**src/rtl/div_arb.sv**
```systemverilog
// div_arb: round-robin arbiter that shares one unsigned iterative divider
// between NREQ requesters. Signed operations are handled here by feeding
// the divider magnitudes and fixing the signs of quotient and remainder.
module div_arb #(
    parameter int DSZ  = 32,
    parameter int NREQ = 2
) (
    input  logic                clk,
    input  logic                rst,
    input  logic [NREQ-1:0]     req_valid,
    output logic [NREQ-1:0]     req_ready,
    input  logic [NREQ*DSZ-1:0] req_x,
    input  logic [NREQ*DSZ-1:0] req_y,
    input  logic [NREQ-1:0]     req_sgn,
    output logic [NREQ-1:0]     rsp_valid,
    input  logic [NREQ-1:0]     rsp_ready,
    output logic [DSZ-1:0]      rsp_q,
    output logic [DSZ-1:0]      rsp_r,
    output logic                rsp_dbz,
    output logic                div_start,
    output logic [DSZ-1:0]      div_x,
    output logic [DSZ-1:0]      div_y,
    input  logic                div_busy,
    input  logic                div_dbz,
    input  logic [DSZ-1:0]      div_q,
    input  logic [DSZ-1:0]      div_r
);

    localparam int PW = (NREQ > 1) ? $clog2(NREQ) : 1;

    typedef enum logic [2:0] {IDLE, START, WAIT, FIX, RESP} state_t;

    state_t          state_q, state_d;
    logic [PW-1:0]   ptr_q, ptr_d;      // index of the last granted requester
    logic [PW-1:0]   gnt_q, gnt_d;      // requester owning the op in flight
    logic [DSZ-1:0]  xraw_q, xraw_d;    // raw dividend, returned as remainder on /0
    logic            xneg_q, xneg_d;
    logic            yneg_q, yneg_d;
    logic [DSZ-1:0]  dx_q, dx_d;
    logic [DSZ-1:0]  dy_q, dy_d;
    logic [DSZ-1:0]  q_q, q_d;
    logic [DSZ-1:0]  r_q, r_d;
    logic            dbz_q, dbz_d;

    logic            gnt_found;
    logic [PW-1:0]   gnt_idx;
    logic [PW-1:0]   cand;
    logic [DSZ-1:0]  sel_x, sel_y;
    logic            sel_sgn;

    // Two's-complement negate; the most-negative value maps onto itself.
    function automatic logic [DSZ-1:0] neg2c(input logic [DSZ-1:0] v);
        return ~v + DSZ'(1);
    endfunction

    // Magnitude of an operand for the unsigned divider.
    function automatic logic [DSZ-1:0] mag(input logic [DSZ-1:0] v, input logic sgn);
        return (sgn && v[DSZ-1]) ? neg2c(v) : v;
    endfunction

    assign rsp_q   = q_q;
    assign rsp_r   = r_q;
    assign rsp_dbz = dbz_q;
    assign div_x   = dx_q;
    assign div_y   = dy_q;

    // Round-robin pick: first valid requester after the last grant.
    always_comb begin
        gnt_found = 1'b0;
        gnt_idx   = '0;
        cand      = '0;
        for (int i = 1; i <= NREQ; i++) begin
            cand = PW'((int'(ptr_q) + i) % NREQ);
            if (!gnt_found && req_valid[cand]) begin
                gnt_found = 1'b1;
                gnt_idx   = cand;
            end
        end
        sel_x   = req_x[int'(gnt_idx)*DSZ +: DSZ];
        sel_y   = req_y[int'(gnt_idx)*DSZ +: DSZ];
        sel_sgn = req_sgn[gnt_idx];
    end

    // Next-state and handshake outputs of the arbitration/sign-fix FSM.
    always_comb begin
        state_d   = state_q;
        ptr_d     = ptr_q;
        gnt_d     = gnt_q;
        xraw_d    = xraw_q;
        xneg_d    = xneg_q;
        yneg_d    = yneg_q;
        dx_d      = dx_q;
        dy_d      = dy_q;
        q_d       = q_q;
        r_d       = r_q;
        dbz_d     = dbz_q;
        req_ready = '0;
        rsp_valid = '0;
        div_start = 1'b0;
        case (state_q)
            IDLE: begin
                if (gnt_found) begin
                    req_ready[gnt_idx] = !rst;
                    ptr_d   = gnt_idx;
                    gnt_d   = gnt_idx;
                    xraw_d  = sel_x;
                    xneg_d  = sel_sgn & sel_x[DSZ-1];
                    yneg_d  = sel_sgn & sel_y[DSZ-1];
                    dx_d    = mag(sel_x, sel_sgn);
                    dy_d    = mag(sel_y, sel_sgn);
                    state_d = START;
                end
            end
            START: begin
                div_start = 1'b1;
                state_d   = WAIT;
            end
            WAIT: begin
                if (div_dbz) begin
                    dbz_d   = 1'b1;
                    q_d     = '0;
                    r_d     = xraw_q;
                    state_d = RESP;
                end else if (!div_busy) begin
                    state_d = FIX;
                end
            end
            FIX: begin
                // Truncating division: remainder follows the dividend's sign.
                q_d     = (xneg_q ^ yneg_q) ? neg2c(div_q) : div_q;
                r_d     = xneg_q ? neg2c(div_r) : div_r;
                dbz_d   = 1'b0;
                state_d = RESP;
            end
            RESP: begin
                rsp_valid[gnt_q] = 1'b1;
                if (rsp_ready[gnt_q]) begin
                    state_d = IDLE;
                end
            end
            default: state_d = IDLE;
        endcase
    end

    // State and datapath registers; reset gives requester 0 first priority.
    always_ff @(posedge clk) begin
        if (rst) begin
            state_q <= IDLE;
            ptr_q   <= PW'(NREQ - 1);
            gnt_q   <= '0;
            xraw_q  <= '0;
            xneg_q  <= 1'b0;
            yneg_q  <= 1'b0;
            dx_q    <= '0;
            dy_q    <= '0;
            q_q     <= '0;
            r_q     <= '0;
            dbz_q   <= 1'b0;
        end else begin
            state_q <= state_d;
            ptr_q   <= ptr_d;
            gnt_q   <= gnt_d;
            xraw_q  <= xraw_d;
            xneg_q  <= xneg_d;
            yneg_q  <= yneg_d;
            dx_q    <= dx_d;
            dy_q    <= dy_d;
            q_q     <= q_d;
            r_q     <= r_d;
            dbz_q   <= dbz_d;
        end
    end

endmodule

```
**config.mk**
```make
export PLATFORM = sky130hd
export DESIGN_NAME = div_arb
export DESIGN_NICKNAME = d
export VERILOG_FILES = /design/src/rtl/div_arb.sv
export SDC_FILE = /design/constraint.sdc
export NUM_CORES = 1
export LEC_CHECK = 0
export BUFFER_PORTS_ARGS = -buffer_cell sky130_fd_sc_hd__buf_2
export CAP_MARGIN = 20
export CELL_PAD_IN_SITES_DETAIL_PLACEMENT = 2
export CELL_PAD_IN_SITES_GLOBAL_PLACEMENT = 2
export CORE_MARGIN = 2
export CORE_UTILIZATION = 29
export CTS_BUF_LIST = sky130_fd_sc_hd__clkbuf_2 sky130_fd_sc_hd__clkbuf_4 sky130_fd_sc_hd__clkbuf_8
export CTS_CLUSTER_SIZE = 20
export DETAILED_ROUTE_END_ITERATION = 10
export GPL_ROUTABILITY_DRIVEN = 0
export PLACE_DENSITY_LB_ADDON = 0.1
export SKIP_LAST_GASP = 1
export SYNTH_ARGS = -nofsm -noshare
export SYNTH_HDL_FRONTEND = slang
export SYNTH_SLANG_ARGS = --single-unit
```
**constraint.sdc**
```tcl
create_clock -name clk -period 4.35 [get_ports clk]
set_input_delay 0.87 -clock clk [delete_from_list [all_inputs] [get_ports clk]]
set_output_delay 0.87 -clock clk [all_outputs]
set_load 0.02 [all_outputs]
```
### After elaboration in Yosys (flattened, before gate mapping)

Index checks and enable logic that the tools add are counted.

* add/subtract/negate cells: 6
* magnitude comparators: 6
* equal/unequal tests: 8
* shifts and indexed selects: 2
* muxes and demuxes: 35
* bitwise operators: 8
* reduce and logical (&&, ||, !) cells: 12

Operators by type and width (count)
* 2-to-1 mux 32 bit: 6
* adder 32 x 1 -> 32 bit, second input constant: 4
* inverter 32 bit: 4
* case mux 32 bit (2 select lines): 2
* indexed part select 64 x 7 -> 32 bit: 2
* 2-to-1 mux 1 bit: 16
* case mux 3 bit (5 select lines): 1
* 2-to-1 mux 3 bit: 4
* less-than comparator 1 x 2 -> 1 bit, second input constant: 4
* equality test 3 x 2 -> 1 bit, second input constant: 2
* 2-to-1 mux 2 bit: 3
* inequality test 2 bit, second input constant: 3
* logical AND 1 bit: 5
* AND reduction 2 bit: 2
* equality test 3 x 1 -> 1 bit, second input constant: 1
* equality test 3 bit, second input constant: 1
* logical NOT 3 bit: 1
* inequality test 3 bit, second input constant: 1
* AND reduction 3 bit: 1
* adder 1 bit, second input constant: 2
* AND 1 bit: 2
* AND 2 bit: 1
* demux 1 bit (select 1 bit): 2
* >= comparator 1 bit, second input constant: 2
* other kinds (4): 5

* flip-flop bits (word level): 168
* input port bits: 202
* output and inout port bits: 134
* logic and storage cells: 88

### Longest topological paths before layout

* word-level depth: 14
* mapped depth: 13
* depth with buffers taken out: 8

### Worst setup path after synthesis

Ideal clock, no wire load.

* path kind: input port to flip-flop
* from: input req_valid[1]
* to: register dy_q[30], in the netlist div_y[30]
* setup time: 0.095 ns
* data arrival time: 3.730 ns
* required time: 4.255 ns
* slack: 0.525 ns
* stages: 13
* buffers on the path: 6
* cell sequence: a21bo_2 clkbuf_1 buf_2 buf_2 buf_2 buf_2 mux2i_1 ha_1 clkbuf_1 o2111a_1 nand4_1 mux2i_1 a221oi_1

* longest elaborated chain between the ends: 10
* elaborated cells on any way between the ends: 18
* those cells by class: add/sub: 1; shift: 1; mux: 11; bitwise: 1; reduce/logical: 4

RTL lines
* start, declared: RTL line 10 `input logic [NREQ-1:0] req_valid,`
* 2-to-1 mux 1 bit (implied by the code) (2 in series): RTL line 74 `if (!gnt_found && req_valid[cand]) begin`
* 2-to-1 mux 1 bit: RTL line 74
* logical NOT 1 bit: RTL line 74
* logical AND 1 bit: RTL line 74
* 2-to-1 mux 1 bit: RTL line 74
* indexed part select 64 x 7 -> 32 bit / 2-to-1 mux 1 bit (equally long branches): RTL line 80, 81
* inverter 32 bit / 2-to-1 mux 1 bit (equally long branches): RTL line 53, 81
* adder 32 x 1 -> 32 bit / logical AND 1 bit (equally long branches): RTL line 53, 58
* 2-to-1 mux 32 bit: RTL line 58 `return (sgn && v[DSZ-1]) ? neg2c(v) : v;`
* end signal, assigned: RTL line 167 `dy_q <= dy_d;`
* end, declared: RTL line 40 `logic [DSZ-1:0] dy_q, dy_d;`

Parallel ways exist; a longest one is shown, timed or not. The select of a mux whose other input is x is not followed.
A chain may end at the register's enable or synchronous reset.

### Worst setup path in the final report

* from: register state_q[0]
* to: output req_ready[0]

* longest elaborated chain between the ends: 2

RTL lines
* start, declared: RTL line 33 `state_t state_q, state_d;`
* start signal, assigned: RTL line 160 `state_q <= state_d;`
* logical NOT 3 bit: RTL line 100 `case (state_q)`
* 2-to-1 mux 2 bit: RTL line 100
* end, declared: RTL line 11 `output logic [NREQ-1:0] req_ready,`

Every way passes these cells.

==> summary.txt <==
Longest Clk Path Bufs: 2
Max Transition Viols Final: 0
Yosys warning count: 0
Filler cells: 4,189
I/O pin total: 336
type of the most critical hold path: flip-flop to flip-flop
number of register bits inferred by synthesis: 167
clock tree skew after final layout: 0.0187 ns
Max-Slew Margin vs Limit: 0.421
cell types with the highest counts after synthesis: sky130_fd_sc_hd__dfxtp_1, sky130_fd_sc_hd__nand2_1, sky130_fd_sc_hd__nor2_1
area of the die: 37,200 um2
leakage: 5.51 nW
CP endpoint kind: primary output
Overflow after GRT: 0
first-pass GRT wire length: 71.0 mm
placed inst area: 12,500 um2
clk sinks: 167
Nets: 1,813
setup-violating endpoint count in the final report: 0
TritonCTS clock tree: yes
data arrival time of the critical path: 2.59 ns
source of the worst register-to-register timing path: ptr_q
most common cell in the netlist: sky130_fd_sc_hd__dfxtp_1
number of port buffers: 335
leading area contributor after synthesis: sky130_fd_sc_hd__dfxtp_1
worst setup path class: flip-flop to primary output
number of iterations in the first detailed-routing pass: 5
reg-to-reg critical path endpoint: div_y[31]
effective utilization at floorplan: 0.293
clock slew at the register clock pins of the worst setup and hold paths: 0.11 ns
synthesized area per cell: 7.86 um2
maximum fanout along the worst path: 30
number of maximum-capacitance constraint violations: 0
routed wirelength normalized by instance count: 22.4 um
hold-fix buffer count after cts: 0
placed cell count: 2,048
number of antenna violations at the first check in global routing: 17
Worst setup startpoint: state_q[0]
Synth top area share: 0.324
result of the run: finished, final reports clean
post-CTS resize count: 0
cell count after synthesis: 1,315
TNS Setup: 0 ns
maximum vdd ir drop: 204 uV
vias in the first global route: 12.1k
highest attainable clock frequency: 289 MHz
area of the core: 35,300 um2
Detailed Route WL: 46.9 mm
overall track demand over capacity in global routing: 0.251
primary flip-flop cell chosen by synthesis mapping: sky130_fd_sc_hd__dfxtp_1
clock insertion delay at the later pin of the skew report: 0.51 ns
worst reg-to-reg setup slack: 1.24 ns
dpl hpwl: 36.8 mm
number of hold-slack violations in the final timing report: 0
Die X: 193 um
CP Launch Type: flip-flop
post-layout util: 0.366
Net Count, Synth: 1,521
Slew @ Worst Pin: 0.862 ns
cell types with the largest area share after synthesis: sky130_fd_sc_hd__dfxtp_1, sky130_fd_sc_hd__mux2i_1, sky130_fd_sc_hd__nand2_1
routed vias/inst: 5.51
worst hold slack: 0.461 ns
Post-CTS Setup Inserts: 0
row count: 69
count of cells along the worst register-to-register path: 6
CTS Root Buffer Type: sky130_fd_sc_hd__clkbuf_8
crit path to: req_ready[0]
final antenna-violating net count: 0
final instance count without filler cells: 2,090
overall die height: 193 um
Vias: 11.5k
drt first-iter violations: 460
DRC Markers: 0
clock period minus final worst setup slack: 3.46 ns
EDFF count, synth: 0
fin area: 12,900 um2
number of buffers created by CTS: 17
required time at the worst-slack endpoint: 3.48 ns
Cells on Worst Hold Path: 2
netlist area before placement: 10,300 um2
asr flop ratio synth: 0
unrepaired setup endpoints after global routing: false
area growth from synthesis to final layout: 24.9%
maximum number of pins on one net before global-route repair: 74
share of layout cells above drive strength 1: 0.262
H-tree depth: 4
post-synthesis cell type count: 66
total power density per cell area: 356 nW/um2
Period Utilization, post-route: 0.796
sequential-to-total area share from yosys stat: 0.324
worst min-delay path by stage:
stage | from | to | slack, ns
after floorplan | xraw_q[1] | rsp_r[1] | 0.45
after global placement | rsp_q[22] | rsp_q[22] | 0.43
after detailed placement | rsp_q[26] | rsp_q[26] | 0.45
after CTS | div_x[1] | div_x[1] | 0.47
after global routing | div_y[3] | div_y[3] | 0.48
final | div_x[1] | div_x[1] | 0.46
report_power, final:
part	total (mW)	switching [mW]	internal [mW]
Clock	1.16	0.730	0.429
Combinational	1.59	1.03	0.562
Sequential	1.84	0.130	1.71
Total	4.59	1.89	2.70
per-layer routing:
metal  part of all wire  track usage  routed length [um]  vias up
met1               0.43        0.308               20300     5666
li1                   -            -                   -     5496
met3              0.057       0.0646                2690       55
met2               0.49        0.433               22900      287
met4              0.018       0.0646                 848       18
met5             0.0023            0                 108        -
worst max-delay path, stage by stage, from the launching register on:
cell and delay (ns):
sky130_fd_sc_hd__dfxtp_1 0.40, sky130_fd_sc_hd__nor3_1 0.74, sky130_fd_sc_hd__o21a_4 0.49, sky130_fd_sc_hd__nand2_1 0.13, sky130_fd_sc_hd__nor2_1 0.13, sky130_fd_sc_hd__buf_2 0.18
area by class of cell:
cell class                      instances  area, um2  share of cell area
Multi-Input combinational cell       1047       6640               0.514
Inverter                               10       37.5             0.00291
Timing Repair Buffer                  364       1900               0.147
Sequential cell                       167       3340               0.259
Clock buffer                           17        234              0.0181
Antenna cell                            9       22.5             0.00174
Tap cell                              461        577              0.0447
Clock inverter                         15        156              0.0121
placed cells by master, fill, tap and decap left out, types with 20 or more instances in the layout:
cell,Yosys,final
sky130_fd_sc_hd__xnor2_1,43,43
sky130_fd_sc_hd__a211oi_1,37,37
sky130_fd_sc_hd__buf_4,1,29
sky130_fd_sc_hd__a311oi_1,20,20
sky130_fd_sc_hd__xor2_1,45,45
sky130_fd_sc_hd__or4_1,23,23
sky130_fd_sc_hd__nor4_1,25,25
sky130_fd_sc_hd__o21ai_0,74,74
sky130_fd_sc_hd__a31oi_1,21,21
sky130_fd_sc_hd__or3_1,33,33
sky130_fd_sc_hd__buf_2,11,334
sky130_fd_sc_hd__nor3_1,43,43
sky130_fd_sc_hd__mux2i_1,85,85
sky130_fd_sc_hd__nand2_1,154,154
sky130_fd_sc_hd__nand3_1,43,42
sky130_fd_sc_hd__nor2_1,121,121
sky130_fd_sc_hd__a21oi_1,71,71
sky130_fd_sc_hd__dfxtp_1,167,167
state kept, by name, indices dropped and copies added, names as in the netlist, 3 cells and up:
| signal | cells |
|---|---|
| state_q | 3 |
| rsp_q | 32 |
| div_y | 32 |
| rsp_r | 32 |
| xraw_q | 32 |
| div_x | 31 |
cells by family after synthesis:
logic type / share of synthesized area
buf+inv: 0.0384
simple gates: 0.240
mux: 0.0943
flops: 0.324
xor+xnor: 0.0746
compound gates: 0.224
fa+ha+maj: 0.00484
stage by stage:
stage               setup WS [ns]  total power, mW
finish                      0.885             4.59
global route                0.597             4.89
CTS                         0.783             4.66
detailed placement          0.642             3.47
global placement            0.755             3.44
floorplan                   0.525             2.81
Note: power is estimated with default switching activity, not from simulation.
